### src/rtl/mem_arbiter.sv
// Two-requester (fetch/execute) arbiter for one SRAM-like memory port.
// Grant is held across address stalls; responses are steered by an in-order owner FIFO.
module mem_arbiter #(
  parameter int OT_DEPTH     = 4,
  parameter int STARVE_LIMIT = 8
) (
  input  logic        clk,
  input  logic        resetn,
  input  logic        inst_req,
  input  logic        inst_wr,
  input  logic [2:0]  inst_size,
  input  logic [3:0]  inst_wstrb,
  input  logic [31:0] inst_addr,
  input  logic [31:0] inst_wdata,
  output logic        inst_addr_ok,
  output logic        inst_data_ok,
  output logic [31:0] inst_rdata,
  input  logic        data_req,
  input  logic        data_wr,
  input  logic [2:0]  data_size,
  input  logic [3:0]  data_wstrb,
  input  logic [31:0] data_addr,
  input  logic [31:0] data_wdata,
  output logic        data_addr_ok,
  output logic        data_data_ok,
  output logic [31:0] data_rdata,
  output logic        mem_req,
  output logic        mem_wr,
  output logic [2:0]  mem_size,
  output logic [3:0]  mem_wstrb,
  output logic [31:0] mem_addr,
  output logic [31:0] mem_wdata,
  input  logic        mem_addr_ok,
  input  logic        mem_data_ok,
  input  logic [31:0] mem_rdata
);
  localparam int PW = $clog2(OT_DEPTH);
  localparam logic [PW:0] FULL_CNT = OT_DEPTH[PW:0];
  localparam logic [7:0]  LIMIT    = STARVE_LIMIT[7:0];

  typedef enum logic {OWN_INST = 1'b0, OWN_DATA = 1'b1} owner_e;

  logic                lock_valid;
  owner_e              lock_owner;
  logic [OT_DEPTH-1:0] own_q;
  logic [PW-1:0]       wr_ptr, rd_ptr;
  logic [PW:0]         cnt;
  logic [7:0]          starve_cnt;

  logic   grant_vld, sel_req, starve, not_full, hs, pop;
  owner_e grant, head;

  assign starve   = (starve_cnt >= LIMIT);
  assign not_full = (cnt < FULL_CNT);

  always_comb begin
    grant_vld = 1'b0;
    grant     = OWN_DATA;
    if (lock_valid) begin
      grant_vld = 1'b1;
      grant     = lock_owner;
    end else if (data_req && !(inst_req && starve)) begin
      grant_vld = 1'b1;
      grant     = OWN_DATA;
    end else if (inst_req) begin
      grant_vld = 1'b1;
      grant     = OWN_INST;
    end
  end

  assign sel_req = (grant == OWN_INST) ? inst_req : data_req;
  assign mem_req = resetn & grant_vld & sel_req & not_full;
  assign hs      = mem_req & mem_addr_ok;

  // No grant leaves grant at OWN_DATA, so the bus shows the data side by default
  assign mem_wr    = (grant == OWN_INST) ? inst_wr    : data_wr;
  assign mem_size  = (grant == OWN_INST) ? inst_size  : data_size;
  assign mem_wstrb = (grant == OWN_INST) ? inst_wstrb : data_wstrb;
  assign mem_addr  = (grant == OWN_INST) ? inst_addr  : data_addr;
  assign mem_wdata = (grant == OWN_INST) ? inst_wdata : data_wdata;

  assign inst_addr_ok = hs & (grant == OWN_INST);
  assign data_addr_ok = hs & (grant == OWN_DATA);

  // Head is read before this cycle's push: a response never shares a cycle with its own accept
  assign head = owner_e'(own_q[rd_ptr]);
  assign pop  = resetn & mem_data_ok & (cnt != '0);

  assign inst_data_ok = pop & (head == OWN_INST);
  assign data_data_ok = pop & (head == OWN_DATA);
  assign inst_rdata   = mem_rdata;
  assign data_rdata   = mem_rdata;

  always_ff @(posedge clk or negedge resetn) begin
    if (!resetn) begin
      lock_valid <= 1'b0;
      lock_owner <= OWN_INST;
      own_q      <= '0;
      wr_ptr     <= '0;
      rd_ptr     <= '0;
      cnt        <= '0;
      starve_cnt <= '0;
    end else begin
      // Lock only while a request is stalled; withdrawal or accept drops it
      lock_valid <= mem_req & ~mem_addr_ok;
      if (mem_req && !mem_addr_ok) lock_owner <= grant;

      if (hs) begin
        own_q[wr_ptr] <= grant;
        wr_ptr        <= wr_ptr + 1'b1;
      end
      if (pop) rd_ptr <= rd_ptr + 1'b1;
      case ({hs, pop})
        2'b10:   cnt <= cnt + 1'b1;
        2'b01:   cnt <= cnt - 1'b1;
        default: cnt <= cnt;
      endcase

      if ((hs && grant == OWN_INST) || !inst_req)
        starve_cnt <= '0;
      else if (hs && grant == OWN_DATA && starve_cnt != 8'hFF)
        starve_cnt <= starve_cnt + 8'd1;
    end
  end
endmodule

### config.mk
export PLATFORM = sky130hd
export DESIGN_NAME = mem_arbiter
export DESIGN_NICKNAME = d
export VERILOG_FILES = /design/src/rtl/mem_arbiter.sv
export SDC_FILE = /design/constraint.sdc
export NUM_CORES = 1
export LEC_CHECK = 0
export ABC_AREA = 1
export BUFFER_PORTS_ARGS = -buffer_cell sky130_fd_sc_hd__buf_2
export CAP_MARGIN = 10
export CORE_AREA = 2 2 125 127
export DETAILED_ROUTE_END_ITERATION = 8
export DIE_AREA = 0 0 127 129
export SLEW_MARGIN = 40
export SYNTH_ARGS = -nofsm -noshare
export SYNTH_HDL_FRONTEND = slang
export SYNTH_SLANG_ARGS = --single-unit
### constraint.sdc
create_clock -name clk -period 2.9 [get_ports clk]
set_input_delay 0.29 -clock clk [delete_from_list [all_inputs] [get_ports clk]]
set_output_delay 0.29 -clock clk [all_outputs]
set_load 0.01 [all_outputs]
# Word-level counts from Yosys, hierarchy flattened
# Index checks and enable logic that the tools add are counted.
# Widths: inputs -> output; s select.
dict set report op_classes {
  add_sub_neg 5
  order_cmp 5
  n_eq_ne 3
  n_mux 20
  bitwise 14
  reduce_logical 14
}
# cell count
set ops {}
lappend ops {{$mux 32} 2}
lappend ops {{$mux 8} 2}
lappend ops {{$and 1x1->1} 11}
lappend ops {{$mux 1} 10}
lappend ops {{$add 8x1->8 const B} 1}
lappend ops {{$ge 8x4->1 const B} 1}
lappend ops {{$ne 8x8->1 const B} 1}
lappend ops {{$logic_and 1x1->1} 7}
lappend ops {{$lt 2x3->1 const B} 2}
lappend ops {{$pmux 3 s2} 1}
lappend ops {{$add 2x1->2 const B} 2}
lappend ops {{$bwmux 4} 1}
lappend ops {{$mux 4} 1}
lappend ops {{$reduce_bool 2->1} 2}
lappend ops {{$add 3x1->3 const B} 1}
lappend ops {{$logic_not 1->1} 3}
lappend ops {{$lt 3x3->1 const B} 1}
lappend ops {{$mux 3} 1}
lappend ops {{$not 1->1} 3}
lappend ops {{$reduce_bool 3->1} 1}
lappend ops {{$sub 3x1->3 const B} 1}
lappend ops {{$bmux 1 s2} 1}
lappend ops {{$demux 1 s2} 1}
lappend ops {{$eq 2x1->1 const B} 1}
lappend ops {{other kinds (3)} 3}
dict set report word_totals {
  reg_bits 21
  out_inout_bits 141
}

# Longest topological paths before layout
dict set report depth {
  ltp_word 14
  depth_mapped 14
  depth_no_buf 14
}

# Worst setup path before layout
# OpenSTA, ideal clock, no wires.
dict set report synth_path {
  path_type {register -> register}
  from {register starve_cnt[6]}
  to {register cnt[2]}
  setup_ns 0.131
  arrival_ns 1.877
  setup_slack_ns 0.892
  stages_incl_launch_ff 14
  n_path_buf 0
  synth_period_minus_slack_ns 2.008
  cell_sequence {dfrtp_1 > nor2_1 > nand3_1 > nand2_1 > nand3_1 > nand2_1 > nor2_2 > inv_1 > ha_1 > inv_1 > fa_1 > a21oi_1 > o21ai_0 > xor2_1}
}
dict set report synth_via {
  elab_chain_len 12
}
# element line_no
set synth_lines {}
lappend synth_lines {{from (decl)} 48} ;# logic [7:0] starve_cnt;
lappend synth_lines {{from (signal assigned)} 122} ;# starve_cnt <= starve_cnt + 8'd1;
lappend synth_lines {{$ge 8x4->1 (*)} 53} ;# assign starve = (starve_cnt >= LIMIT);
lappend synth_lines {{$logic_and 1x1->1 (*)} 62} ;# end else if (data_req && !(inst_req && starve)) begin
lappend synth_lines {{$logic_not 1->1 (*)} 62}
lappend synth_lines {{$logic_and 1x1->1 (*)} 62}
lappend synth_lines {{$mux 1} 62}
lappend synth_lines {{$mux 1} 59} ;# if (lock_valid) begin
lappend synth_lines {{$and 1x1->1 / $mux 1 (equally long branches)} {72, 71}}
lappend synth_lines {{$and 1x1->1 (*) (2 in a row)} 72} ;# assign mem_req = resetn & grant_vld & sel_req & not_full;
lappend synth_lines {{$and 1x1->1 (*)} 73} ;# assign hs = mem_req & mem_addr_ok;
lappend synth_lines {{$eq 2x1->1 / $eq 2x2->1 (equally long branches)} 113} ;# case ({hs, pop})
lappend synth_lines {{$pmux 3 s2 / $reduce_bool 2->1 (equally long branches)} --}
lappend synth_lines {{to (signal assigned)} 114} ;# 2'b10: cnt <= cnt + 1'b1;
lappend synth_lines {{to (signal assigned)} 115} ;# 2'b01: cnt <= cnt - 1'b1;
lappend synth_lines {{to (signal assigned)} 116} ;# default: cnt <= cnt;
lappend synth_lines {{to (decl)} 47} ;# logic [PW:0] cnt;
# Mark *: on every way between the ends. The rest lies on a longest branch, timed or not.
# A chain may end at the register's enable or synchronous reset.

# Worst setup path after layout
dict set report layout_path {
  from {register lock_valid}
  to {output port mem_wdata[17]}
}
dict set report layout_via {
  elab_chain_len 2
}
# element line_no
set layout_lines {}
lappend layout_lines {{from (decl)} 43} ;# logic lock_valid;
lappend layout_lines {{from (signal assigned)} 105} ;# lock_valid <= mem_req & ~mem_addr_ok;
lappend layout_lines {{$mux 1} 59}
lappend layout_lines {{$mux 32} 80} ;# assign mem_wdata = (grant == OWN_INST) ? inst_wdata : data_wdata;
lappend layout_lines {{to (decl)} 32} ;# output logic [31:0] mem_wdata,
# No other way between the ends.

==> impl_metrics.json <==
{
  "timing.rr.start": "starve_cnt[6]",
  "worstPathMaxFanout": 39,
  "end_kind": "output pin",
  "regArea_sq_um": 526,
  "grt_pass1_vias": 2936,
  "track_usage_pct": 13.2,
  "syn-num-nets": 643,
  "dp_hpwl_microns": 10100,
  "wl_per_cell_microns": 14.9,
  "wirelength_microns": 11900,
  "dr.pass1.iters": 4,
  "min_period_ns": 2.44,
  "ioPinCount": 323,
  "core_sq_um": 15000,
  "clkTransAtPathRegs_ns": 0.06,
  "cts_resized": 0,
  "worst_slack_ns": 0.462,
  "cts_tree": "yes",
  "synthMuxAreaShare_pct": 0,
  "clockBufferDepth": 2,
  "yosys.cell_types.count": 26,
  "cts_setup_buffers": 0,
  "async_flop_share_pct": 100,
  "post-place-ws_ns": 0.574,
  "crit_path_start": "lock_valid",
  "port_buffers": 226,
  "worst-endpoint-required_ns": 2.61,
  "clock-sinks": 21,
  "synth_seq_area_share_pct": 20.0,
  "syn_area_per_cell_sq_um": 5.80,
  "cp_data_arrival_time_ns": 2.15,
  "chipWidth_microns": 127,
  "rrSetupSlack_ns": 0.55,
  "hold_viol": 0,
  "numCtsBuffers": 3,
  "p_total_mw": 1.70,
  "max-slew-margin-rel_pct": 65.6,
  "irDropWorstVdd_v": 0.000214,
  "synth_simple_gate_area_share_pct": 43.6,
  "synth-adder-area-share_pct": 4.09,
  "remaining_drc_errors": 0,
  "grt_pass1_wl_microns": 16500,
  "r2r_end": "cnt[2]",
  "routabilityCongestion": 0.783,
  "rows": 45,
  "final_layout_size_suffix_gt1_share_pct": 40.2,
  "fin_crit_sh_pct": 84.1,
  "grt_start_max_net_pins": 55,
  "dr.first_iter.drc_count": 125,
  "synth_top_family_by_area": "simple AND/OR/NAND/NOR gates",
  "fmax_ghz": 0.410,
  "synth_edf_count": 0,
  "vias": 3124,
  "reg2regPathDepth": 13,
  "initial_core_util_pct": 17.6,
  "fin_skew_ns": 0.00169,
  "synth_compound_area_share_pct": 3.43,
  "fillers": 1731,
  "postRouteAntennaNets": 0,
  "crit_path_start_kind": "flip-flop",
  "syn-cell-area_sq_um": 2630,
  "multi_input_area_sq_um": 1440,
  "syn_inst": 453,
  "cts_root_buffer": "clkbuf_16",
  "hp-class": "input pin to asynchronous set/reset pin",
  "finalNetCount": 800,
  "grt_overflow_total": 0,
  "max-cap-violations": 0,
  "via_per_inst": 3.92,
  "syn_to_final_growth_pct": 36.9,
  "cts_hold_buf": 1,
  "htree_num_levels": 1,
  "die_area_sq_um": 16400,
  "synthXorXnorAreaFrac_pct": 3.00,
  "status": "finished clean",
  "synth-seq-cells": 21,
  "critPathKind": "flip-flop to output pin",
  "power_density_nw_per_um2": 473,
  "clkLatencyLatePin_ns": 0.26,
  "die_h_microns": 129,
  "ys.flop_type": "dfrtp_1",
  "setup_tns_ns": 0,
  "timing_worst_slew_pin_value_ns": 0.514,
  "setup_viol": 0,
  "slew_viol_final": 0,
  "p_leak_nw": 2.30,
  "antenna_found_initial": 0,
  "rsz0062_at_grt": "no",
  "antenna_cells": 0,
  "yosys_warnings": 0
}
cells in the final DEF, fill, tap and decap left out, types with 3 or more instances in the layout:
master,synthesis,layout
buf_4,65,4
a21oi_1,3,3
inv_1,28,28
nor2_1,9,9
dfrtp_1,21,21
xnor2_1,3,3
ha_1,7,7
xor2_1,6,6
clkbuf_16,0,3
nand2_1,253,252
o21ai_0,9,9
nand3_1,20,20
buf_2,11,226
how the worst max path moves through the flow:
stage,slack (ns),cells after the start,to
4_1_cts,0.42,7,mem_wdata[17]
6_report,0.46,7,mem_wdata[17]
5_1_grt,0.21,8,mem_wdata[18]
3_5_place_dp,0.57,13,cnt[2]
2_1_floorplan,0.89,13,cnt[2]
3_3_place_gp,0.61,13,cnt[2]
cells by family (layout without fill, tap and decap cells):
family                     after synthesis  count (layout)
AOI/OAI and AO/OA                       16              16
and+or+nand+nor                        288             288
buffers and inverters                  111             267
DFF                                     21              21
xor gates and xnor gates                 9               9
adders and majority gates                8               8
layout make-up:
class,instances,area share [%]
Inverter,30,3.13
Timing Repair Buffer,233,33.6
Tap cell,188,6.53
Clock buffer,3,2.09
Sequential cell,21,14.6
Clock inverter,1,0.139
Multi-Input combinational cell,321,39.9
synthesized netlist by cell type (all sizes together), types with 2 or more instances:
| cell | number | share of area [%] |
|---|---|---|
| xnor2 | 3 | 1.0 |
| o21ai | 9 | 1.7 |
| nand3 | 20 | 3.8 |
| xor2 | 6 | 2.0 |
| buf | 77 | 21 |
| dfrtp | 21 | 20 |
| a21oi | 3 | 0.57 |
| nor2 | 11 | 2.0 |
| clkbuf | 4 | 0.57 |
| ha | 7 | 3.3 |
| nand2 | 254 | 36 |
| inv | 30 | 4.3 |
| nand4 | 2 | 1.0 |
layer usage:
| layer | GRT usage [%] | routed length (microns) | vias to the layer above |
|---|---|---|---|
| met2 | 18.2 | 4530 | 184 |
| li1 | - | - | 1614 |
| met1 | 15.9 | 4880 | 1302 |
| met5 | 0 | 0 | - |
| met3 | 10.9 | 2270 | 24 |
| met4 | 2.71 | 208 | 0 |
stage by stage:
step	instances	hold slack [ns]	utilization, %	cell area [sq um]
finish	797	0.400	24.0	3600
detailed placement	792	0.152	23.4	3510
CTS	797	0.408	24.0	3600
floorplan	453	-0.00559	-	2630
global route	797	0.429	24.0	3600
global placement	792	0.149	23.4	3510
worst max-delay path: stages, from the launching register on:
cell and delay [ns]:
dfrtp_1 0.39, nor2_1 0.26, nand2_1 0.13, nand2_2 0.41, buf_12 0.27, nand2_1 0.08
nand2_1 0.15, buf_2 0.17
power by group:
part / internal, mW / switching [mW]
sequential: 0.379 / 0.0593
clock: 0.186 / 0.114
combinational: 0.374 / 0.590
state kept, by name (all words and copies together), names as in the netlist:
name / count
rd_ptr: 2
lock_valid: 1
cnt: 3
own_q: 4
wr_ptr: 2
lock_owner: 1
starve_cnt: 8
Power figures use the tool's default switching activity.
